`src/rtl/spi_mem_master_pkg.sv`:
```
// Shared constants, FSM state type and frame builder for the SPI memory initiator.
package spi_mem_master_pkg;

    localparam int unsigned ADDR_W     = 7;
    localparam int unsigned DATA_W     = 8;
    localparam int unsigned FRAME_BITS = 16;
    localparam int unsigned ADDR_BITS  = 8;   // address + rw byte

    localparam logic RW_READ  = 1'b1;
    localparam logic RW_WRITE = 1'b0;

    typedef enum logic [2:0] {StIdle, StSetup, StShift, StHold, StGap} state_e;

    // Byte 0 = {addr, rw}; byte 1 = write data, forced to zero on reads so mosi idles low.
    function automatic logic [FRAME_BITS-1:0] build_frame(input logic              rw,
                                                          input logic [ADDR_W-1:0] addr,
                                                          input logic [DATA_W-1:0] wdata);
        logic [DATA_W-1:0] data;
        data = (rw == RW_WRITE) ? wdata : '0;
        return {addr, rw, data};
    endfunction

endpackage

```
`src/rtl/spi_mem_master_if.sv`:
```
// Host request/response handshake plus SPI pins for the SPI memory initiator.
interface spi_mem_master_if;
    import spi_mem_master_pkg::*;

    logic              req_valid;
    logic              req_ready;
    logic              req_rw;
    logic [ADDR_W-1:0] req_addr;
    logic [DATA_W-1:0] req_wdata;
    logic              rsp_valid;
    logic [DATA_W-1:0] rsp_rdata;
    logic              busy;
    logic              sck;
    logic              cs;
    logic              mosi;
    logic              miso;

    // Host and memory-pin side.
    modport master (
        output req_valid, req_rw, req_addr, req_wdata, miso,
        input  req_ready, rsp_valid, rsp_rdata, busy, sck, cs, mosi
    );

    // Initiator block side.
    modport slave (
        input  req_valid, req_rw, req_addr, req_wdata, miso,
        output req_ready, rsp_valid, rsp_rdata, busy, sck, cs, mosi
    );

endinterface

```
`src/rtl/spi_mem_master_clkgen.sv`:
```
// Half-period divider: tick pulses every CLK_DIV clocks while enabled, counter held at 0 otherwise.
module spi_mem_master_clkgen #(
    parameter int unsigned CLK_DIV = 8
) (
    input  logic clk,
    input  logic rst_n,
    input  logic en_i,
    output logic tick_o
);

    localparam int unsigned    CntW    = $clog2(CLK_DIV);
    localparam logic [CntW-1:0] CntLast = CntW'(CLK_DIV - 1);

    logic [CntW-1:0] div_cnt_q, div_cnt_d;

    assign tick_o = en_i && (div_cnt_q == CntLast);

    always_comb begin
        div_cnt_d = div_cnt_q + CntW'(1);
        if (!en_i || tick_o) begin
            div_cnt_d = '0;
        end
    end

    always_ff @(posedge clk or negedge rst_n) begin
        if (!rst_n) begin
            div_cnt_q <= '0;
        end else begin
            div_cnt_q <= div_cnt_d;
        end
    end

endmodule

```
`src/rtl/spi_mem_master.sv`:
```
// SPI mode-0 initiator: one 16-bit {addr,rw,data} frame per accepted request, one in flight.
module spi_mem_master
    import spi_mem_master_pkg::*;
#(
    parameter int unsigned CLK_DIV = 8
) (
    input  logic           clk,
    input  logic           rst_n,
    spi_mem_master_if.slave bus_io
);

    localparam logic [3:0] BitLast = 4'(FRAME_BITS - 1);
    localparam logic [3:0] BitData = 4'(ADDR_BITS);

    state_e                state_q;
    logic                  tick;
    logic                  accept;
    logic [FRAME_BITS-1:0] req_frame, tx_shift_q, tx_next;
    logic [DATA_W-1:0]     rx_shift_q, rsp_rdata_q;
    logic [3:0]            bit_cnt_q;
    logic                  rw_q, sck_q, cs_q, mosi_q;
    logic                  req_ready_q, rsp_valid_q, busy_q;
    logic                  miso_meta_q, miso_sync_q;

    spi_mem_master_clkgen #(
        .CLK_DIV(CLK_DIV)
    ) u_clkgen (
        .clk   (clk),
        .rst_n (rst_n),
        .en_i  (state_q != StIdle),
        .tick_o(tick)
    );

    assign accept    = bus_io.req_valid && req_ready_q && (state_q == StIdle);
    assign req_frame = build_frame(bus_io.req_rw, bus_io.req_addr, bus_io.req_wdata);
    assign tx_next   = tx_shift_q << 1;

    always_ff @(posedge clk or negedge rst_n) begin
        if (!rst_n) begin
            miso_meta_q <= 1'b0;
            miso_sync_q <= 1'b0;
        end else begin
            miso_meta_q <= bus_io.miso;
            miso_sync_q <= miso_meta_q;
        end
    end

    always_ff @(posedge clk or negedge rst_n) begin
        if (!rst_n) begin
            state_q     <= StIdle;
            tx_shift_q  <= '0;
            rx_shift_q  <= '0;
            rsp_rdata_q <= '0;
            bit_cnt_q   <= '0;
            rw_q        <= RW_WRITE;
            sck_q       <= 1'b0;
            cs_q        <= 1'b1;
            mosi_q      <= 1'b0;
            req_ready_q <= 1'b0;
            rsp_valid_q <= 1'b0;
            busy_q      <= 1'b0;
        end else begin
            rsp_valid_q <= 1'b0;
            unique case (state_q)
                StIdle: begin
                    req_ready_q <= 1'b1;
                    if (accept) begin
                        state_q     <= StSetup;
                        req_ready_q <= 1'b0;
                        busy_q      <= 1'b1;
                        cs_q        <= 1'b0;
                        tx_shift_q  <= req_frame;
                        mosi_q      <= req_frame[FRAME_BITS-1];
                        rw_q        <= bus_io.req_rw;
                        rx_shift_q  <= '0;
                        bit_cnt_q   <= '0;
                    end
                end
                StSetup: begin
                    if (tick) state_q <= StShift;
                end
                StShift: begin
                    if (tick && !sck_q) begin
                        sck_q <= 1'b1;
                    end else if (tick) begin
                        sck_q <= 1'b0;
                        // Last clk of the high phase: synchronised miso is settled here.
                        if (rw_q == RW_READ && bit_cnt_q >= BitData) begin
                            rx_shift_q <= {rx_shift_q[DATA_W-2:0], miso_sync_q};
                        end
                        if (bit_cnt_q == BitLast) begin
                            state_q <= StHold;
                            mosi_q  <= 1'b0;
                        end else begin
                            bit_cnt_q  <= bit_cnt_q + 4'd1;
                            tx_shift_q <= tx_next;
                            mosi_q     <= tx_next[FRAME_BITS-1];
                        end
                    end
                end
                StHold: begin
                    if (tick) begin
                        state_q     <= StGap;
                        cs_q        <= 1'b1;
                        rsp_valid_q <= 1'b1;
                        rsp_rdata_q <= (rw_q == RW_READ) ? rx_shift_q : '0;
                        bit_cnt_q   <= '0;
                    end
                end
                StGap: begin
                    // Two half-periods with cs high so the memory's FSM returns to idle.
                    if (tick && bit_cnt_q[0]) begin
                        state_q     <= StIdle;
                        busy_q      <= 1'b0;
                        req_ready_q <= 1'b1;
                    end else if (tick) begin
                        bit_cnt_q <= 4'd1;
                    end
                end
                default: state_q <= StIdle;
            endcase
        end
    end

    assign bus_io.req_ready = req_ready_q;
    assign bus_io.rsp_valid = rsp_valid_q;
    assign bus_io.rsp_rdata = rsp_rdata_q;
    assign bus_io.busy      = busy_q;
    assign bus_io.sck       = sck_q;
    assign bus_io.cs        = cs_q;
    assign bus_io.mosi      = mosi_q;

endmodule

```
`src/flat_wrapper.sv`:
```
// flat-port wrapper written by rule: the top's interface ports become plain ports
module spi_mem_master_flat import spi_mem_master_pkg::*;
#(
    parameter int unsigned CLK_DIV = 8
)
  (clk, rst_n, bus_io_req_valid, bus_io_req_rw, bus_io_req_addr, bus_io_req_wdata, bus_io_miso, bus_io_req_ready, bus_io_rsp_valid, bus_io_rsp_rdata, bus_io_busy, bus_io_sck, bus_io_cs, bus_io_mosi);
  spi_mem_master_if bus_io_i ();
  input  logic clk;
  input  logic rst_n;
  input wire logic [$bits(bus_io_i.req_valid)-1:0] bus_io_req_valid;
  input wire logic [$bits(bus_io_i.req_rw)-1:0] bus_io_req_rw;
  input wire logic [$bits(bus_io_i.req_addr)-1:0] bus_io_req_addr;
  input wire logic [$bits(bus_io_i.req_wdata)-1:0] bus_io_req_wdata;
  input wire logic [$bits(bus_io_i.miso)-1:0] bus_io_miso;
  output wire logic [$bits(bus_io_i.req_ready)-1:0] bus_io_req_ready;
  output wire logic [$bits(bus_io_i.rsp_valid)-1:0] bus_io_rsp_valid;
  output wire logic [$bits(bus_io_i.rsp_rdata)-1:0] bus_io_rsp_rdata;
  output wire logic [$bits(bus_io_i.busy)-1:0] bus_io_busy;
  output wire logic [$bits(bus_io_i.sck)-1:0] bus_io_sck;
  output wire logic [$bits(bus_io_i.cs)-1:0] bus_io_cs;
  output wire logic [$bits(bus_io_i.mosi)-1:0] bus_io_mosi;
  assign bus_io_i.req_valid = bus_io_req_valid;
  assign bus_io_i.req_rw = bus_io_req_rw;
  assign bus_io_i.req_addr = bus_io_req_addr;
  assign bus_io_i.req_wdata = bus_io_req_wdata;
  assign bus_io_i.miso = bus_io_miso;
  assign bus_io_req_ready = bus_io_i.req_ready;
  assign bus_io_rsp_valid = bus_io_i.rsp_valid;
  assign bus_io_rsp_rdata = bus_io_i.rsp_rdata;
  assign bus_io_busy = bus_io_i.busy;
  assign bus_io_sck = bus_io_i.sck;
  assign bus_io_cs = bus_io_i.cs;
  assign bus_io_mosi = bus_io_i.mosi;
  spi_mem_master #(.CLK_DIV(CLK_DIV)) u_core (.clk(clk), .rst_n(rst_n), .bus_io(bus_io_i));
endmodule
```
`config.mk`:
```
export PLATFORM = sky130hd
export DESIGN_NAME = spi_mem_master_flat
export DESIGN_NICKNAME = d
export VERILOG_FILES = /design/src/rtl/spi_mem_master_pkg.sv /design/src/rtl/spi_mem_master_if.sv /design/src/rtl/spi_mem_master_clkgen.sv /design/src/rtl/spi_mem_master.sv /design/src/flat_wrapper.sv
export SDC_FILE = /design/constraint.sdc
export NUM_CORES = 1
export LEC_CHECK = 0
export ABC_AREA = 0
export CAP_MARGIN = 20
export CORE_MARGIN = 2
export CORE_UTILIZATION = 35
export CTS_CLUSTER_SIZE = 16
export DETAILED_ROUTE_END_ITERATION = 6
export GPL_TIMING_DRIVEN = 0
export PLACE_DENSITY = 0.52
export SLEW_MARGIN = 25
export SYNTH_ARGS = -nofsm -noshare
export SYNTH_HDL_FRONTEND = slang
export SYNTH_SLANG_ARGS = --single-unit
```
`constraint.sdc`:
```
create_clock -name clk -period 5.5 [get_ports clk]
set_input_delay 1.1 -clock clk [delete_from_list [all_inputs] [get_ports clk]]
set_output_delay 1.1 -clock clk [all_outputs]
set_load 0.03 [all_outputs]
```
After elaboration in Yosys (flattened, before gate mapping)

Index checks and enable logic that the tools add are counted.

Word-level logic and storage cells: 109
Input port bits: 20
Output and inout bits: 14
Register bits: 50

Reduce and logical (&&, ||, !) cells: 27
$add $sub $neg: 2
Multiplexer cells: 47
Magnitude comparators: 1
Eq/ne operators: 17

Operators by type and width:

| cell                                                      | count |
|---|---|
| 2-to-1 mux 15 bit                                         | 4 |
| 2-to-1 mux 8 bit                                          | 6 |
| case mux 15 bit (2 select lines)                          | 1 |
| 2-to-1 mux 4 bit                                          | 7 |
| 2-to-1 mux 3 bit                                          | 8 |
| != test 2 x 1 -> 1 bit (second input constant)            | 8 |
| case mux 4 bit (4 select lines)                           | 1 |
| case mux 8 bit (2 select lines)                           | 1 |
| case mux 3 bit (5 select lines)                           | 1 |
| 2-to-1 mux 1 bit                                          | 14 |
| AND reduction 5 bit                                       | 2 |
| case mux 1 bit (2 select lines)                           | 4 |
| AND reduction 2 bit                                       | 4 |
| AND reduction 8 bit                                       | 1 |
| nonzero test 2 bit                                        | 4 |
| AND reduction 7 bit                                       | 1 |
| == test 3 x 2 -> 1 bit (second input constant)            | 2 |
| == test 3 bit (second input constant)                     | 2 |
| logical AND 1 bit                                         | 6 |
| != test 2 bit (second input constant)                     | 3 |
| AND reduction 3 bit                                       | 2 |
| adder 4 x 1 -> 4 bit (second input constant)              | 1 |
| == test 4 bit (second input constant)                     | 1 |
| greater-or-equal comparator 4 bit (second input constant) | 1 |
| 8 further kinds                                           | 9 |

Depth between registers and ports, before layout

Word-level depth: 6
Depth in mapped cells: 9
Mapped depth without buffers: 7

Hierarchy

A second synthesis with hierarchy kept.

Cells, all modules: 264
Area, all modules: 2,538.7 µm²

By module, submodules not included:

| module                | area each (µm²) | instances | seq. area each (µm²) | cells each |
|---|---|---|---|---|
| spi_mem_master        | 2,401.1         | 1         | 1,177.4              | 255 |
| spi_mem_master_clkgen | 137.6           | 1         | 75.1                 | 9 |

Worst setup path after synthesis

No wires, ideal clock.

Path type: input-to-reg
From: input bus_io_req_valid
To: register u_core.bit_cnt_q[0]
Data required time: 5,375 ps
Setup slack: 3,624 ps
Cell stages on the path: 4
Setup time: 125 ps
Data arrival time: 1,751 ps
Buffers on the path: 0
Path through: nand2_1 -> nand2_2 -> o311a_4 -> mux2_4

Word-level cells in the longest chain between the ends: 4

RTL lines:

| item                             | line                 | RTL |
|---|---|---|
| start: declaration               | flat_wrapper.sv:10   | `input wire logic [$bits(bus_io_i.req_valid)-1:0] bus_io_req_valid;` |
| logical AND 1 bit (2 in series)  | spi_mem_master.sv:34 | `assign accept = bus_io.req_valid && req_ready_q && (state_q == StIdle);` |
| != test 2 x 1 -> 1 bit (no line) | --                   |  |
| AND reduction 8 bit (no line)    | --                   |  |
| end signal: assignment           | spi_mem_master.sv:95 | `bit_cnt_q <= bit_cnt_q + 4'd1;` |
| end: declaration                 | spi_mem_master.sv:20 | `logic [3:0] bit_cnt_q;` |

No other way between the ends.
A chain may end at the register's enable or synchronous reset.

Worst setup path after layout

From: register u_core.cs_q (netlist: u_core.bus_io.cs)
To: output bus_io_cs

RTL lines:

| item                     | line                  | RTL |
|---|---|---|
| start: declaration       | spi_mem_master.sv:21  | `logic rw_q, sck_q, cs_q, mosi_q;` |
| start signal: assignment | spi_mem_master.sv:57  | `cs_q <= 1'b1;` |
| start signal: assignment | spi_mem_master.sv:71  | `cs_q <= 1'b0;` |
| start signal: assignment | spi_mem_master.sv:104 | `cs_q <= 1'b1;` |
| end: declaration         | flat_wrapper.sv:20    | `output wire logic [$bits(bus_io_i.cs)-1:0] bus_io_cs;` |

No word-level cell between the ends.

==> flow_metrics.env <==
export IMPL_status="completed"
export IMPL_max_slew_margin_pct=57.3
export IMPL_grt_pass1_wl_mm=7.96
export IMPL_syn_nets=260
export IMPL_post_cts_buffers=0
export IMPL_post_route_period_util_pct=47.3
export IMPL_comb_power_share_pct=37.9
export IMPL_slowest_delay_ps=660
export IMPL_maxCapViolCount=0
export IMPL_yosysWarnings=0
export IMPL_cp_required_ps=4400
export IMPL_syn_area_sq_um=2380
export IMPL_postRouteAntennaNets=0
export IMPL_startpoint_type="flop"
export IMPL_yosysUniqueCellTypes=40
export IMPL_synth_common_cells="nand2_1, dfrtp_1, o21ai_1, nand3_1"
export IMPL_viasPerCell=4.88
export IMPL_hold_path_class="reg2reg"
export IMPL_clock_sinks=50
export IMPL_die_area_sq_um=7470
export IMPL_wire_per_inst_um=12.7
export IMPL_hold_viol=0
export IMPL_dp_hpwl_mm=3.12
export IMPL_min_period_ps=2600
export IMPL_tightestPinTransition_ps=641
export IMPL_crit_fanout=2
export IMPL_cts_tree="built"
export IMPL_power_share_clock_pct=17.4
export IMPL_clock_latency_ps=310
export IMPL_die_h_um=86.4
export IMPL_irDropWorstVdd_uv=123
export IMPL_num_fill_cells=665
export IMPL_synthArstFlopShare_pct=100
export IMPL_firstDrtPassIters=6
export IMPL_start_util_pct=35.6
export IMPL_switching_share_pct=37.2
export IMPL_synthMuxAreaShare_pct=4.47
export IMPL_syn_avg_cell_area_sq_um=10.1
export IMPL_critical_path_cell_chain="clkdlybuf4s50_1"
export IMPL_finalWeightedCongestion=0.763
export IMPL_path_class="reg2out"
export IMPL_cts_max_level=2
export IMPL_end_kind="primary output"
export IMPL_antenna_found_initial=0
export IMPL_synthAdderAreaFrac_pct=2.11
export IMPL_grt_use_total_pct=13.5
export IMPL_worstPathBufferInverterCount=1
export IMPL_max_freq_mhz=385
export IMPL_synth_compound_gate_area_share_pct=12.4
export IMPL_synth_flop_cell="dfrtp_1"
export IMPL_synth_top_area_share_pct=51.6
export IMPL_p_switching_w=0.000493
export IMPL_setup_viol_count_final=0
export IMPL_syn_inst=236
export IMPL_fin_worst_skew_ps=11.9
export IMPL_io_buffers=32
export IMPL_finalMaxSlewViolations=0
export IMPL_ys_seq_area_share_pct=52.7
export IMPL_synthTopCellsByArea="dfrtp_1, nand2_1, mux2i_1"
export IMPL_cts_buffers=5
export IMPL_yosysMostFrequentCell="nand2_1"
export IMPL_cts_hold_buf=0
export IMPL_nNetsFinal=299
export IMPL_synth_simple_area_share_pct=22.8
export IMPL_coreArea_sq_um=6680
export IMPL_drt_drc_violations_left=0
export IMPL_p_leak_nw=1.28
export IMPL_drtIter0Drc=51
export IMPL_crit_arrival_ps=1500
export IMPL_drive_above_1_share_pct=12.7
export IMPL_cts_buffer_depth=2
export IMPL_synth_edf_count=0
export IMPL_ios=34
export IMPL_overflow=0
export IMPL_synth_top_family_by_area="simple AND/OR/NAND/NOR gates"
export IMPL_p_per_area_nw_per_um2=458
export IMPL_root_buffer="clkbuf_8"
export IMPL_grt_pass1_vias=1705
export IMPL_setup_tns_final_ps=0
export IMPL_synth_xor_area_share_pct=0.737
export IMPL_grt_max_degree=51
export IMPL_ctsResizeCount=0
export IMPL_num_vias=1738
export IMPL_seqPwrFrac_pct=44.7
export IMPL_wl_mm=4.53
export IMPL_antenna_cells=0
export IMPL_crit_family="buffers and inverters"
export IMPL_synth_seq_cells=50
export IMPL_syn_to_final_growth_pct=21.8
export IMPL_rsz0062_at_grt="no"
export IMPL_cts_clk_slew_worst_paths_ps=100
export IMPL_std_cell_rows=30
export IMPL_fin_util_pct=43.3
export IMPL_synth_area_leader_cell="dfrtp_1"
export IMPL_internal_power_w=0.000832
export IMPL_slowest_stage="clkdlybuf4s50_1"
export IMPL_fp_dieW_um=86.4
## power by group through the flow
stage	combinational, W	clock [W]	sequential [W]
after global routing	0.000558	0.000259	0.000614
after floorplan	0.000283	0	0.000660
after CTS	0.000511	0.000242	0.000595
after detailed placement	0.000511	0	0.000602
final	0.000503	0.000230	0.000592
after global placement	0.000506	0	0.000600
## placed cells by master (no fill, tap or decap), types with 2 or more instances in the layout
cell              n
ha_1              4
xor2_1            2
clkinv_4          2
buf_2             6
nand3_1          12
mux2i_1           8
dfrtp_1          49
clkbuf_1          2
nor3b_2           3
nor2_1            8
nand2b_1          2
nor3_1            2
clkbuf_8          6
inv_1             4
a21oi_1          11
o21ai_1          16
o21ai_0          11
a31oi_1           5
and3_1            2
clkdlybuf4s50_1  31
buf_6             5
nand2_1          57
and2_1            3
nor3b_1           5
## state kept, by name, summed over array words and instances, names as in the netlist, 3 cells and up
| register | flops |
|---|---|
| u_core.bit_cnt_q | 4 |
| u_core.bus_io.rsp_rdata | 8 |
| u_core.rx_shift_q | 8 |
| u_core.u_clkgen.div_cnt_q | 3 |
| u_core.state_q | 3 |
| u_core.tx_shift_q | 15 |
## metrics by stage
| stage | setup WS [ps] | power [W] | hold WS (ps) | cells | cell area (sq um) |
|---|---|---|---|---|---|
| 2_1_floorplan | 3620 | 0.000943 | 331 | 236 | 2380 |
| 3_3_place_gp | 1750 | 0.00111 | 337 | 348 | 2800 |
| 3_5_place_dp | 2830 | 0.00111 | 340 | 348 | 2800 |
| 4_1_cts | 2880 | 0.00135 | 363 | 356 | 2900 |
| 5_1_grt | 2840 | 0.00143 | 377 | 356 | 2900 |
| 6_report | 2900 | 0.00133 | 358 | 356 | 2900 |
## final cells by class
| cell class | count | area, sq um | area share [%] |
|---|---|---|---|
| Sequential cell | 50 | 1250 | 43.3 |
| Timing Repair Buffer | 32 | 318 | 11.0 |
| Tap cell | 80 | 100 | 3.46 |
| Clock buffer | 6 | 82.6 | 2.85 |
| Clock inverter | 2 | 17.5 | 0.605 |
| Multi-Input combinational cell | 168 | 1010 | 35.0 |
| Inverter | 4 | 15.0 | 0.519 |
| Buffer | 14 | 97.6 | 3.37 |
## routing by layer
metal  GRT usage, %  share of wire [%]  up-vias
met5              0                  0        -
met4           4.69                1.3        0
met3           3.62                3.7        4
met2           20.9                 45       33
met1           18.3                 50      822
li1               -                  -      879
## cells by family (layout without fill, tap and decap cells)
logic type | Yosys count | after routing
mux | 10 | 10
buf+inv | 18 | 58
compound gates | 49 | 49
xor+xnor | 2 | 2
simple gates | 103 | 103
fa+ha+maj | 4 | 4
flops | 50 | 50
## worst paths after layout
kind	start	end	slack (ps)	depth (start not counted)
max	u_core.bus_io.cs	bus_io_cs	2900	1
min	u_core.miso_meta_q	u_core.miso_sync_q	360	0
max reg2reg	u_core.u_clkgen.div_cnt_q[0]	u_core.state_q[2]	3540	6
min reg2reg	u_core.miso_meta_q	u_core.miso_sync_q	360	0
max in group asynchronous	rst_n	u_core.state_q[1]	4260	1
min in group asynchronous	rst_n	u_core.bus_io.rsp_rdata[6]	800	1
Power figures use the tool's default switching activity.
